<file path="src/rtl/if_id_reg.sv">
// ============================================================================
// if_id_reg
// ----------------------------------------------------------------------------
// IF/ID pipeline boundary register of the MIPS core. It sits between the
// instruction-fetch select stage and decode. A valid/ready handshake on both
// sides, backed by a 2-entry skid buffer, means a decode stall never loses a
// fetched instruction. A synchronous FLUSH for branch/jump redirects empties
// both entries. An empty slot is shown to decode as a NOP bubble.
//
// Storage
//   M (main) : drives the ID_* outputs and always holds the oldest word.
//   S (skid) : catches the word that arrives while decode is stalled.
//   Occupancy is 0 (none valid), 1 (M valid) or 2 (M and S valid).
//
// Parameters
//   PC_W    : width of the PC+4 value carried with each instruction
//   INS_W   : instruction word width
//   NOP_INS : instruction driven on ID_INS while the slot is empty
//   CNT_W   : perf counter width (present only with IFID_PERF_CNT_EN)
//
// Ports
//   CLK        in   clock, rising edge active
//   RST_N      in   asynchronous active-low reset
//   IF_VALID   in   fetch presents a valid instruction
//   IF_READY   out  register can accept a word (registered, equals !S.valid)
//   IF_PC_NEXT in   PC+4 of the fetched instruction
//   IF_INS     in   fetched instruction
//   FLUSH      in   discard every held and incoming instruction
//   ID_VALID   out  decode slot holds a valid instruction
//   ID_READY   in   decode consumes the slot this cycle (low = stall)
//   ID_PC_NEXT out  PC+4 of the slot instruction (0 when empty)
//   ID_INS     out  slot instruction (NOP_INS when empty)
//   STALL_CNT  out  saturating count of edges with ID_VALID && !ID_READY
//   FLUSH_CNT  out  saturating count of edges with FLUSH high
//
// Optional feature macro: IFID_PERF_CNT_EN
//   Defined     : CNT_W parameter and STALL_CNT / FLUSH_CNT ports and logic.
//   Not defined : those ports, the parameter and the counters are absent.
// ============================================================================
module if_id_reg #(
    parameter int unsigned          PC_W    = 32,
    parameter int unsigned          INS_W   = 32,
`ifdef IFID_PERF_CNT_EN
    parameter logic [INS_W-1:0]     NOP_INS = '0,
    parameter int unsigned          CNT_W   = 16
`else
    parameter logic [INS_W-1:0]     NOP_INS = '0
`endif
) (
    input  logic                CLK,
    input  logic                RST_N,

    input  logic                IF_VALID,
    output logic                IF_READY,
    input  logic [PC_W-1:0]     IF_PC_NEXT,
    input  logic [INS_W-1:0]    IF_INS,

    input  logic                FLUSH,

    output logic                ID_VALID,
    input  logic                ID_READY,
    output logic [PC_W-1:0]     ID_PC_NEXT,
`ifdef IFID_PERF_CNT_EN
    output logic [INS_W-1:0]    ID_INS,
    output logic [CNT_W-1:0]    STALL_CNT,
    output logic [CNT_W-1:0]    FLUSH_CNT
`else
    output logic [INS_W-1:0]    ID_INS
`endif
);

    // ------------------------------------------------------------------------
    // Storage: main entry M and skid entry S
    // ------------------------------------------------------------------------
    logic               mValid_q, mValid_d;
    logic [PC_W-1:0]    mPc_q,    mPc_d;
    logic [INS_W-1:0]   mIns_q,   mIns_d;

    logic               sValid_q, sValid_d;
    logic [PC_W-1:0]    sPc_q,    sPc_d;
    logic [INS_W-1:0]   sIns_q,   sIns_d;

    logic               inXfer;
    logic               outXfer;

    // IF_READY depends only on the skid flag, so decode's ready never reaches
    // back to fetch combinationally. S is the last free slot, so while it is
    // empty one more word can always be absorbed.
    assign IF_READY = ~sValid_q;
    assign ID_VALID = mValid_q;

    assign inXfer   = IF_VALID & IF_READY;
    assign outXfer  = mValid_q & ID_READY;

    // An empty slot is presented as a clean bubble so decode never acts on
    // stale data left behind in M.
    assign ID_INS     = mValid_q ? mIns_q : NOP_INS;
    assign ID_PC_NEXT = mValid_q ? mPc_q  : '0;

    // ------------------------------------------------------------------------
    // Next-state logic
    // ------------------------------------------------------------------------
    // Data fields only load when their entry is (re)filled, so a stalled
    // entry keeps its contents bit-for-bit. FLUSH wins over everything. A
    // word handed over in the flush cycle completes its handshake but is
    // dropped, and a word decode takes in that cycle still counts as
    // consumed. Occupancy 2 has IF_READY low, so no input arrives then.
    always_comb begin
        mValid_d = mValid_q;
        mPc_d    = mPc_q;
        mIns_d   = mIns_q;
        sValid_d = sValid_q;
        sPc_d    = sPc_q;
        sIns_d   = sIns_q;

        if (FLUSH) begin
            mValid_d = 1'b0;
            sValid_d = 1'b0;
        end else if (sValid_q) begin
            // Full: only draining is possible; the skid word becomes main.
            if (outXfer) begin
                mValid_d = 1'b1;
                mPc_d    = sPc_q;
                mIns_d   = sIns_q;
                sValid_d = 1'b0;
            end
        end else if (mValid_q) begin
            if (inXfer && outXfer) begin
                mPc_d    = IF_PC_NEXT;
                mIns_d   = IF_INS;
            end else if (inXfer) begin
                sValid_d = 1'b1;
                sPc_d    = IF_PC_NEXT;
                sIns_d   = IF_INS;
            end else if (outXfer) begin
                mValid_d = 1'b0;
            end
        end else begin
            if (inXfer) begin
                mValid_d = 1'b1;
                mPc_d    = IF_PC_NEXT;
                mIns_d   = IF_INS;
            end
        end
    end

    // ------------------------------------------------------------------------
    // State registers
    // ------------------------------------------------------------------------
    // Reset clears every field at once so that no word survives a reset, even
    // one caught mid-stall.
    always_ff @(posedge CLK or negedge RST_N) begin
        if (!RST_N) begin
            mValid_q <= 1'b0;
            mPc_q    <= '0;
            mIns_q   <= '0;
            sValid_q <= 1'b0;
            sPc_q    <= '0;
            sIns_q   <= '0;
        end else begin
            mValid_q <= mValid_d;
            mPc_q    <= mPc_d;
            mIns_q   <= mIns_d;
            sValid_q <= sValid_d;
            sPc_q    <= sPc_d;
            sIns_q   <= sIns_d;
        end
    end

`ifdef IFID_PERF_CNT_EN
    // ------------------------------------------------------------------------
    // Performance counters
    // ------------------------------------------------------------------------
    // Both counters stop at all-ones, so a long run reads as "at least max"
    // rather than wrapping back to a misleading small value.
    logic [CNT_W-1:0] stallCnt_q, stallCnt_d;
    logic [CNT_W-1:0] flushCnt_q, flushCnt_d;

    always_comb begin
        stallCnt_d = stallCnt_q;
        flushCnt_d = flushCnt_q;
        if (mValid_q && !ID_READY && (stallCnt_q != {CNT_W{1'b1}})) begin
            stallCnt_d = stallCnt_q + 1'b1;
        end
        if (FLUSH && (flushCnt_q != {CNT_W{1'b1}})) begin
            flushCnt_d = flushCnt_q + 1'b1;
        end
    end

    always_ff @(posedge CLK or negedge RST_N) begin
        if (!RST_N) begin
            stallCnt_q <= '0;
            flushCnt_q <= '0;
        end else begin
            stallCnt_q <= stallCnt_d;
            flushCnt_q <= flushCnt_d;
        end
    end

    assign STALL_CNT = stallCnt_q;
    assign FLUSH_CNT = flushCnt_q;
`endif

endmodule

</file>
<file path="config.mk">
export PLATFORM = sky130hd
export DESIGN_NAME = if_id_reg
export DESIGN_NICKNAME = d
export VERILOG_FILES = /design/src/rtl/if_id_reg.sv
export SDC_FILE = /design/constraint.sdc
export NUM_CORES = 1
export LEC_CHECK = 0
export BUFFER_PORTS_ARGS = -buffer_cell sky130_fd_sc_hd__buf_2
export CORE_UTILIZATION = 34
export CTS_BUF_LIST = sky130_fd_sc_hd__clkbuf_16
export DETAILED_ROUTE_END_ITERATION = 7
export REMOVE_ABC_BUFFERS = 1
export SLEW_MARGIN = 40
export SYNTH_ARGS = -nofsm -noshare
export SYNTH_HDL_FRONTEND = slang
export SYNTH_SLANG_ARGS = --single-unit
</file>
<file path="constraint.sdc">
create_clock -name CLK -period 2.6 [get_ports CLK]
set_input_delay 0 -clock CLK [delete_from_list [all_inputs] [get_ports CLK]]
set_output_delay 0 -clock CLK [all_outputs]
set_load 0.01 [all_outputs]
</file>
==> out/qor.txt, run 1 <==
CP Launch Type: register
full die area: 18400 um^2
drt wl/cell: 15.1 um
Nets: 693
Setup Total Neg Slack: 0 ps
logic gate share of total power: 18.6%
router iterations before antenna repair: 6
fraction of layout cells with a size suffix above 1: 51.3%
worst-skew pair later-pin latency: 410 ps
Die Ht: 136 um
initial antenna violation count: 0
R2R cell count: 4
Synth Warn #: 0
Tmin final: 1980 ps
Root Buffer Master: clkbuf_16
Synth Register Bits: 130
fin crit share: 76.1%
reg-to-reg critical path startpoint: sValid_q$_DFF_PN0_
syn_area_per_cell: 14.3 um^2
max-cap violations: 0
Final Hold Vio Count: 0
most frequent cells in the layout: 159 x mux2_2, 133 x buf_2, 128 x dfrtp_1
Post-DRT Antenna Nets: 0
CTS tree: built
area share of fa/ha/maj cells after synthesis: 0%
Area Growth Syn to Fin: 33.9%
final setup vio count: 0
Pint: 4.49 mW
CP Capture Type: register
PortBufs: 134
drt via density: 4.60
largest net degree at the start of global routing: 131
cell area after synthesis: 6080 um^2
H-tree depth: 4
dpl ws: 673 ps
Post-CTS Setup Inserts: 0
FMAX: 0.505 GHz
CTS buffer count: 17
Synth Area in Compound Gates: 0.803%
Post-Syn Instances: 424
Reg-to-Reg End: ID_VALID$_DFFE_PN0P_
CTS Buffer Depth: 2
Max transition margin: 52.8%
# resized after CTS: 0
status: finished clean
P_leak: 3.71 nW
switching portion of total power: 24.8%
crit path cell chain: buf_6, o21ai_0, a21oi_1, dlygate4sd3_1
global-route wire length before repair: 20800 um
CP max stage delay: 570 ps
main combinational cell family by area after synthesis: multiplexers
CP max stage cell: dlygate4sd3_1
worst path arrival time: 2320 ps
core outline area: 17400 um^2
Starting Density: 35.0%
sequential share of power: 46.6%
crit path max fanout: 65
final setup margin: 621 ps
count of cell types in the netlist: 17
number of global-route vias before repair: 4096
worst min-delay path class: in -> async
Post-Synth XOR/XNOR Area: 0%
maximum VDD drop: 0.427 mV
mux cell area share after synthesis: 35.6%
required time worst endpoint: 2940 ps
Overflow after GRT: 0
via count: 3952
Tot GR Track Use: 15.0%
simple logic cell fraction of the synthesized area: 7.06%
Rows: 48
most common cell after layout, fill and taps aside: mux2_2
DRC: 0
clock skew: 8.65 ps
largest cells by area after synthesis: dfrtp_1 54%, mux2_2 29%, and2_1 6.6%
Worst Max-Slew Pin Slew: 708 ps
GP Congestion: 0.683
Chip Width: 136 um
I/O pins: 135
Ant. Diodes: 0
Iteration-0 DRC Markers: 109
cell taking the most area after synthesis: dfrtp_1
Power Density: 734 nW/um^2
Routed WL: 13000 um
share of the synthesized area in the top cell type: 53.5%
Final Max Slew Viols: 0
Sink Count: 130
Reg clk slew, reported paths: 60 ps
Register-to-Register Setup Slack: 620 ps
dpl hpwl: 7720 um
clock power share: 34.8%
sw power: 1.48 mW
CP Class: reg -> reg
RSZ-0062 raised after global routing: no
post-synthesis sequential area ratio: 53.5%
==> synthesized netlist by cell type <==
library cell    n
inv_1           2
clkbuf_1       11
a221oi_4        1
buf_6           6
a21oi_1         2
nand2b_4        1
and2_1         64
mux2_2        159
buf_1           3
a211oi_1        1
dfrtp_1       130
nor4b_1         1
o21ai_0         1
buf_4           6
buf_2           2
nand2_2         1
mux2_1         33
==> cell type report <==
type / count / area, um^2
clock inverter: 13 / 81.3
tap: 225 / 282
timing repair buffer: 209 / 1440
fill: 1582 / 9220
multi-input combinational: 264 / 2650
sequential: 130 / 3260
inverter: 2 / 7.51
clock buffer: 17 / 425
==> per-layer routing <==
metal | vias to the layer above | share of wire [%] | GRT usage [%]
met1 | 1984 | 46 | 18.8
met3 | 11 | 4.1 | 4.49
li1 | 1878 | - | -
met5 | - | 0 | 0
met4 | 0 | 1.1 | 5.24
met2 | 79 | 49 | 24.3
==> timing repair <==
action	in CTS	in global routing
hold buffers	69	0
hold endpoints to repair	260	0
endpoints found under the setup margin	0	0
==> power by group through the flow <==
| stage | clock network, mW | logic (mW) | registers (mW) |
|---|---|---|---|
| 2_1_floorplan | 0 | 0.717 | 2.74 |
| 3_3_place_gp | 0 | 1.00 | 2.78 |
| 3_5_place_dp | 0 | 1.05 | 2.82 |
| 4_1_cts | 2.13 | 1.13 | 2.79 |
| 5_1_grt | 2.23 | 1.22 | 2.85 |
| 6_report | 2.08 | 1.11 | 2.79 |
==> cell families (layout without fill, tap and decap cells) <==
logic type | after synthesis | in the layout
muxes | 192 | 192
DFF | 130 | 130
and+or+nand+nor | 67 | 67
buffers and inverters | 30 | 241
AOI/OAI and AO/OA | 5 | 5
==> worst max-delay path: cells and delay by family, from the launching register on <==
family	cells	cell delay [ps]
buf+inv	2	1130
compound gates	2	360
flops	1	410
==> how the worst max path moves through the flow <==
| stage | from | to | slack (ps) | depth (start not counted) |
|---|---|---|---|---|
| 6_report | sValid_q$_DFF_PN0_ | ID_VALID$_DFFE_PN0P_ | 620 | 4 |
| 5_1_grt | sValid_q$_DFF_PN0_ | ID_VALID$_DFFE_PN0P_ | 480 | 4 |
| 4_1_cts | sValid_q$_DFF_PN0_ | sValid_q$_DFF_PN0_ | 640 | 4 |
| 3_5_place_dp | sValid_q$_DFF_PN0_ | mIns_q[16]$_DFFE_PN0P_ | 670 | 4 |
| 3_3_place_gp | sValid_q$_DFF_PN0_ | mPc_q[18]$_DFFE_PN0P_ | 600 | 3 |
| 2_1_floorplan | sValid_q$_DFF_PN0_ | sIns_q[0]$_DFFE_PN0P_ | -6430 | 3 |
==> registers in the layout (all words and copies together) (netlist names) <==
signal	flops
mIns_q	32
sValid_q	1
sIns_q	32
mPc_q	32
ID_VALID	1
sPc_q	32
==> metrics by stage <==
step	area (um^2)	util (%)	hold slack [ps]	power [mW]	std cells
6_report	8140	46.9	254	5.97	860
5_1_grt	8140	46.9	337	6.31	860
4_1_cts	8140	46.9	281	6.05	860
3_5_place_dp	6940	40.0	177	3.87	761
3_3_place_gp	6930	40.0	167	3.78	761
2_1_floorplan	5900	-	-296	3.46	396
No activity file was read; power rests on OpenSTA's default activity.
==> run 2: changes to the inputs <==
==> constraint.sdc (replaced) <==
create_clock -name CLK -period 1.7 [get_ports CLK]
set_input_delay 0 -clock CLK [delete_from_list [all_inputs] [get_ports CLK]]
set_output_delay 0 -clock CLK [all_outputs]
set_load 0.01 [all_outputs]
==> run 2 against run 1 <==
  * The run now ends with setup timing left
  * Critical path depth is 2 higher
  * Critical endpoint is now sPc_q[31]$_DFFE_PN0P_
  * Clock skew is 4.4 ps lower
  * Worst setup slack got worse by 650 ps
  * Power up 61%
  * Largest power group unchanged
  * Sequential power up 53%
  * Core utilization up 3.7 points
  * Via count rose by 5.7%
  * Largest cell class unchanged
  * Register-to-register slack worse by 650 ps
  * Fmax up 15%
==> out/qor.txt, run 2 (same netlist as run 1, synthesis figures left out) <==
CP max stage delay: 410 ps
worst-skew pair later-pin latency: 410 ps
Routed WL: 15000 um
Final Hold Vio Count: 0
dpl ws: -30.4 ps
Worst Max-Slew Pin Slew: 469 ps
CTS buffer count: 17
Tmin final: 1730 ps
full die area: 18400 um^2
failing checks: setup timing
CP max stage cell: dfrtp_2
drt via density: 4.70
Power Density: 1090 nW/um^2
via count: 4179
DRC: 0
Finished Layout Cells: 890
maximum VDD drop: 0.680 mV
max-cap violations: 0
Starting Density: 35.0%
Power Total: 9.59 mW
I/O pins: 135
Nets: 721
Iteration-0 DRC Markers: 109
critical path buffer and inverter count: 3
clock skew: 4.27 ps
post-route cell area: 8780 um^2
critical path's most frequent cell: buf_4
placed cell count: 777
largest net degree at the start of global routing: 58
Tot GR Track Use: 15.9%
CTS Buffer Depth: 2
Post-DRT Antenna Nets: 0
Setup Total Neg Slack: -294 ps
Root Buffer Master: clkbuf_16
Rows: 48
dpl hpwl: 8900 um
register area: 3260 um^2
Ant. Diodes: 0
global-route wire length before repair: 22500 um
CTS tree: built
Max transition margin: 68.7%
Final Max Slew Viols: 0
worst path arrival time: 2020 ps
post-placement cell area: 7170 um^2
GP Congestion: 0.669
Top Family by Delay on Critical Path: buffers and inverters
most frequent cells in the layout: 141 x mux2_2, 133 x buf_2, 128 x dfrtp_1
drt wl/cell: 16.9 um
P_leak: 4.08 nW
Die Ht: 136 um
final setup margin: -25.9 ps
FMAX: 0.579 GHz
fraction of layout cells with a size suffix above 1: 57.6%
CP Class: reg -> reg
router iterations before antenna repair: 4
PortBufs: 134
final setup vio count: 22
crit path cell chain: nand2b_4, nor4b_4, buf_4, buf_4, clkbuf_16, mux2_2
H-tree depth: 4
post-layout util: 50.6%
Chip Width: 136 um
worst hold slack: 103 ps
worst min-delay path class: in -> async
most common cell after layout, fill and taps aside: mux2_2
RSZ-0062 raised after global routing: yes
number of global-route vias before repair: 4509
CP Launch Type: register
Area Growth Syn to Fin: 44.6%
initial antenna violation count: 0
Reg clk slew, reported paths: 60 ps
Overflow after GRT: 0
status: finished with violations
CP Capture Type: register
number of fill cells in the layout: 1559
Sink Count: 130
multi-input logic area: 2810 um^2
core outline area: 17400 um^2
required time worst endpoint: 1990 ps
fin crit share: 102%
crit path max fanout: 6
==> run 2: cell types whose count changed in the layout (fill, tap and decap cells not counted), sizes merged <==
cell	previous run	this run
buf	140	162
bufbuf	0	1
clkbuf	17	23
clkinv	9	10
clkinvlp	1	3
dlygate4sd3	69	68
inv	4	3
==> run 2: routing by layer <==
| layer | track usage (%) | vias to the layer above | routed length [um] |
|---|---|---|---|
| met3 | 4.04 | 13 | 474 |
| met4 | 5.18 | 0 | 131 |
| met1 | 20.0 | 2151 | 7080 |
| li1 | - | 1936 | - |
| met5 | 0 | - | 0 |
| met2 | 26.3 | 79 | 7340 |
==> run 2: final timing paths <==
| check | from | end | slack [ps] | cells after the start |
|---|---|---|---|---|
| min | RST_N | sIns_q[2]$_DFFE_PN0P_ | 100 | 2 |
| max | sValid_q$_DFF_PN0_ | sPc_q[31]$_DFFE_PN0P_ | -30 | 6 |
| min reg2reg | mPc_q[9]$_DFFE_PN0P_ | mPc_q[9]$_DFFE_PN0P_ | 480 | 1 |
| max in group asynchronous | RST_N | mIns_q[17]$_DFFE_PN0P_ | 900 | 3 |
| min in group CLK | IF_INS[16] | sIns_q[16]$_DFFE_PN0P_ | 360 | 3 |
| max reg2reg | sValid_q$_DFF_PN0_ | sPc_q[31]$_DFFE_PN0P_ | -30 | 6 |
==> run 2: area by class of cell <==
type                       count  share of cell area [%]
clock buffer                  17                    4.84
inverter                       2                  0.0855
multi-input combinational    264                    31.9
tap                          225                    3.21
timing repair buffer         237                    21.7
sequential                   130                    37.1
clock inverter                15                    1.15
==> run 2: timing repair <==
item / CTS / global route
hold buffers: 68 / 0
buffers inserted: 3 / 5
endpoints found under the setup margin: 45 / 84
cloned: 1 / 6
endpoints found under the hold margin: 208 / 0
pin swaps: 0 / 0
gates resized for setup: 1 / 45
==> run 2: power by group <==
group,switching [mW],total [mW],internal (mW)
logic,0.727,2.04,1.31
clock network,1.32,3.28,1.96
registers,0.382,4.27,3.89
total,2.43,9.59,7.16
==> run 3: changes to the inputs <==
==> constraint.sdc (replaced) <==
create_clock -name CLK -period 1.66 [get_ports CLK]
set_input_delay 0 -clock CLK [delete_from_list [all_inputs] [get_ports CLK]]
set_output_delay 0 -clock CLK [all_outputs]
set_load 0.01 [all_outputs]
==> run 3 against run 2 <==
  * The flow still finishes with violations (setup timing)
  * Clock power is 12% higher
  * Power rose by 5.8%
  * Fmax down 1.1%
  * Global-route usage rose by 0.91 points
  * Sequential power grew 3%
  * Critical path type unchanged
  * Critical endpoint is now sIns_q[20]$_DFFE_PN0P_
  * Largest cell class unchanged
  * Largest power group unchanged
  * Highest routed layer unchanged
==> out/qor.txt, run 3 (same netlist as run 1, synthesis figures left out) <==
Die Ht: 136 um
CP max stage delay: 400 ps
Root Buffer Master: clkbuf_16
worst min-delay path class: in -> async
DRC: 0
max-cap violations: 0
Reg-to-Reg End: sIns_q[20]$_DFFE_PN0P_
global-route wire length before repair: 23600 um
crit path cell chain: nand2b_4, nor4b_4, buf_4, buf_12, clkbuf_16, mux2_2
Power Density: 1140 nW/um^2
H-tree depth: 4
final setup margin: -84.4 ps
most frequent cells in the layout: 133 x buf_2, 128 x dfrtp_1, 124 x mux2_2
Top Family by Delay on Critical Path: buffers and inverters
logic gate share of total power: 20.6%
via count: 4112
largest net degree at the start of global routing: 45
Final Max Slew Viols: 0
maximum VDD drop: 0.673 mV
sequential share of power: 43.2%
CTS tree: built
failing checks: setup timing
CTS Buffer Depth: 2
drt via density: 4.62
fraction of layout cells with a size suffix above 1: 55.2%
crit path max fanout: 7
P_leak: 4.11 nW
Finished Layout Cells: 890
fin crit share: 105%
CTS buffer count: 17
Tmin final: 1740 ps
dpl hpwl: 8880 um
I/O pins: 135
Worst Max-Slew Pin Slew: 568 ps
reg-to-reg critical path startpoint: sValid_q$_DFF_PN0_
Routed WL: 15400 um
Tot GR Track Use: 16.8%
initial antenna violation count: 0
R2R cell count: 6
clock power share: 36.2%
core outline area: 17400 um^2
full die area: 18400 um^2
number of fill cells in the layout: 1520
Register-to-Register Setup Slack: -80 ps
most common cell after layout, fill and taps aside: buf_2
required time worst endpoint: 1950 ps
GP Congestion: 0.700
Area Growth Syn to Fin: 46.7%
switching portion of total power: 24.6%
Overflow after GRT: 0
Reg clk slew, reported paths: 60 ps
CP Capture Type: register
CP Launch Type: register
number of global-route vias before repair: 4567
CP max stage cell: dfrtp_2
Sink Count: 130
router iterations before antenna repair: 4
status: finished with violations
RSZ-0062 raised after global routing: yes
worst-skew pair later-pin latency: 410 ps
worst hold slack: 138 ps
final setup vio count: 117
Pint: 7.65 mW
drt wl/cell: 17.3 um
Starting Density: 35.0%
CP startpoint: sValid_q$_DFF_PN0_
worst path arrival time: 2030 ps
Setup Total Neg Slack: -5300 ps
critical path buffer and inverter count: 3
Final Hold Vio Count: 0
Chip Width: 136 um
CP Class: reg -> reg
Max transition margin: 62.1%
Iteration-0 DRC Markers: 141
sw power: 2.49 mW
Nets: 722
Ant. Diodes: 0
FMAX: 0.573 GHz
placed cell count: 774
Post-DRT Antenna Nets: 0
Rows: 48
PortBufs: 134
clock skew: 7.32 ps
run 3: metal layers:
metal / GRT usage (%) / wire (um)
met4: 5.68 / 159
met1: 21.4 / 7070
met3: 3.63 / 426
met2: 28.0 / 7720
met5: 0 / 0
run 3: worst max-delay path by stage:
stage / endpoint / slack, ps / depth (start not counted)
2_1_floorplan: sIns_q[0]$_DFFE_PN0P_ / -7370 / 3
3_3_place_gp: sPc_q[18]$_DFFE_PN0P_ / -20 / 5
3_5_place_dp: sIns_q[30]$_DFFE_PN0P_ / -80 / 5
4_1_cts: sIns_q[27]$_DFFE_PN0P_ / -90 / 6
5_1_grt: sIns_q[20]$_DFFE_PN0P_ / -140 / 6
6_report: sIns_q[20]$_DFFE_PN0P_ / -80 / 6
run 3: area by class of cell:
class	count	area (um^2)	area share [%]
clock buffer	17	425	4.77
clock inverter	14	149	1.67
inverter	2	7.51	0.0842
multi-input combinational	264	2800	31.4
sequential	130	3260	36.5
tap	225	282	3.16
timing repair buffer	238	1990	22.4
run 3: through the flow:
stage | setup WS [ps] | total power, mW | util (%) | cell area (um^2)
finish | -84.4 | 10.1 | 51.3 | 8910
global route | -140 | 10.7 | 51.3 | 8910
CTS | -87.7 | 10.1 | 49.6 | 8600
detailed placement | -84.6 | 6.12 | 41.0 | 7120
global placement | -17.5 | 5.98 | 41.0 | 7120
floorplan | -7370 | 5.42 | - | 5900
run 3: power by group through the flow:
stage | Combinational, mW | Sequential, mW | Clock [mW]
CTS | 1.98 | 4.36 | 3.77
global placement | 1.64 | 4.35 | 0
global route | 2.27 | 4.48 | 3.90
finish | 2.09 | 4.38 | 3.67
floorplan | 1.12 | 4.30 | 0
detailed placement | 1.71 | 4.41 | 0
run 3: what timing repair did:
action,in CTS,in global routing
hold buffers,68,0
setup endpoints to repair,98,115
endpoints found under the hold margin,166,0
resized for setup,30,20
cloned,3,9
pin swaps,0,0
setup buffers,2,3
run 3: worst register-to-register path, cell delays in order (launching register included):
cell       delay, ps
dfrtp_2          400
nand2b_4         170
nor4b_4          210
buf_4            180
buf_12           160
clkbuf_16        170
mux2_2           340
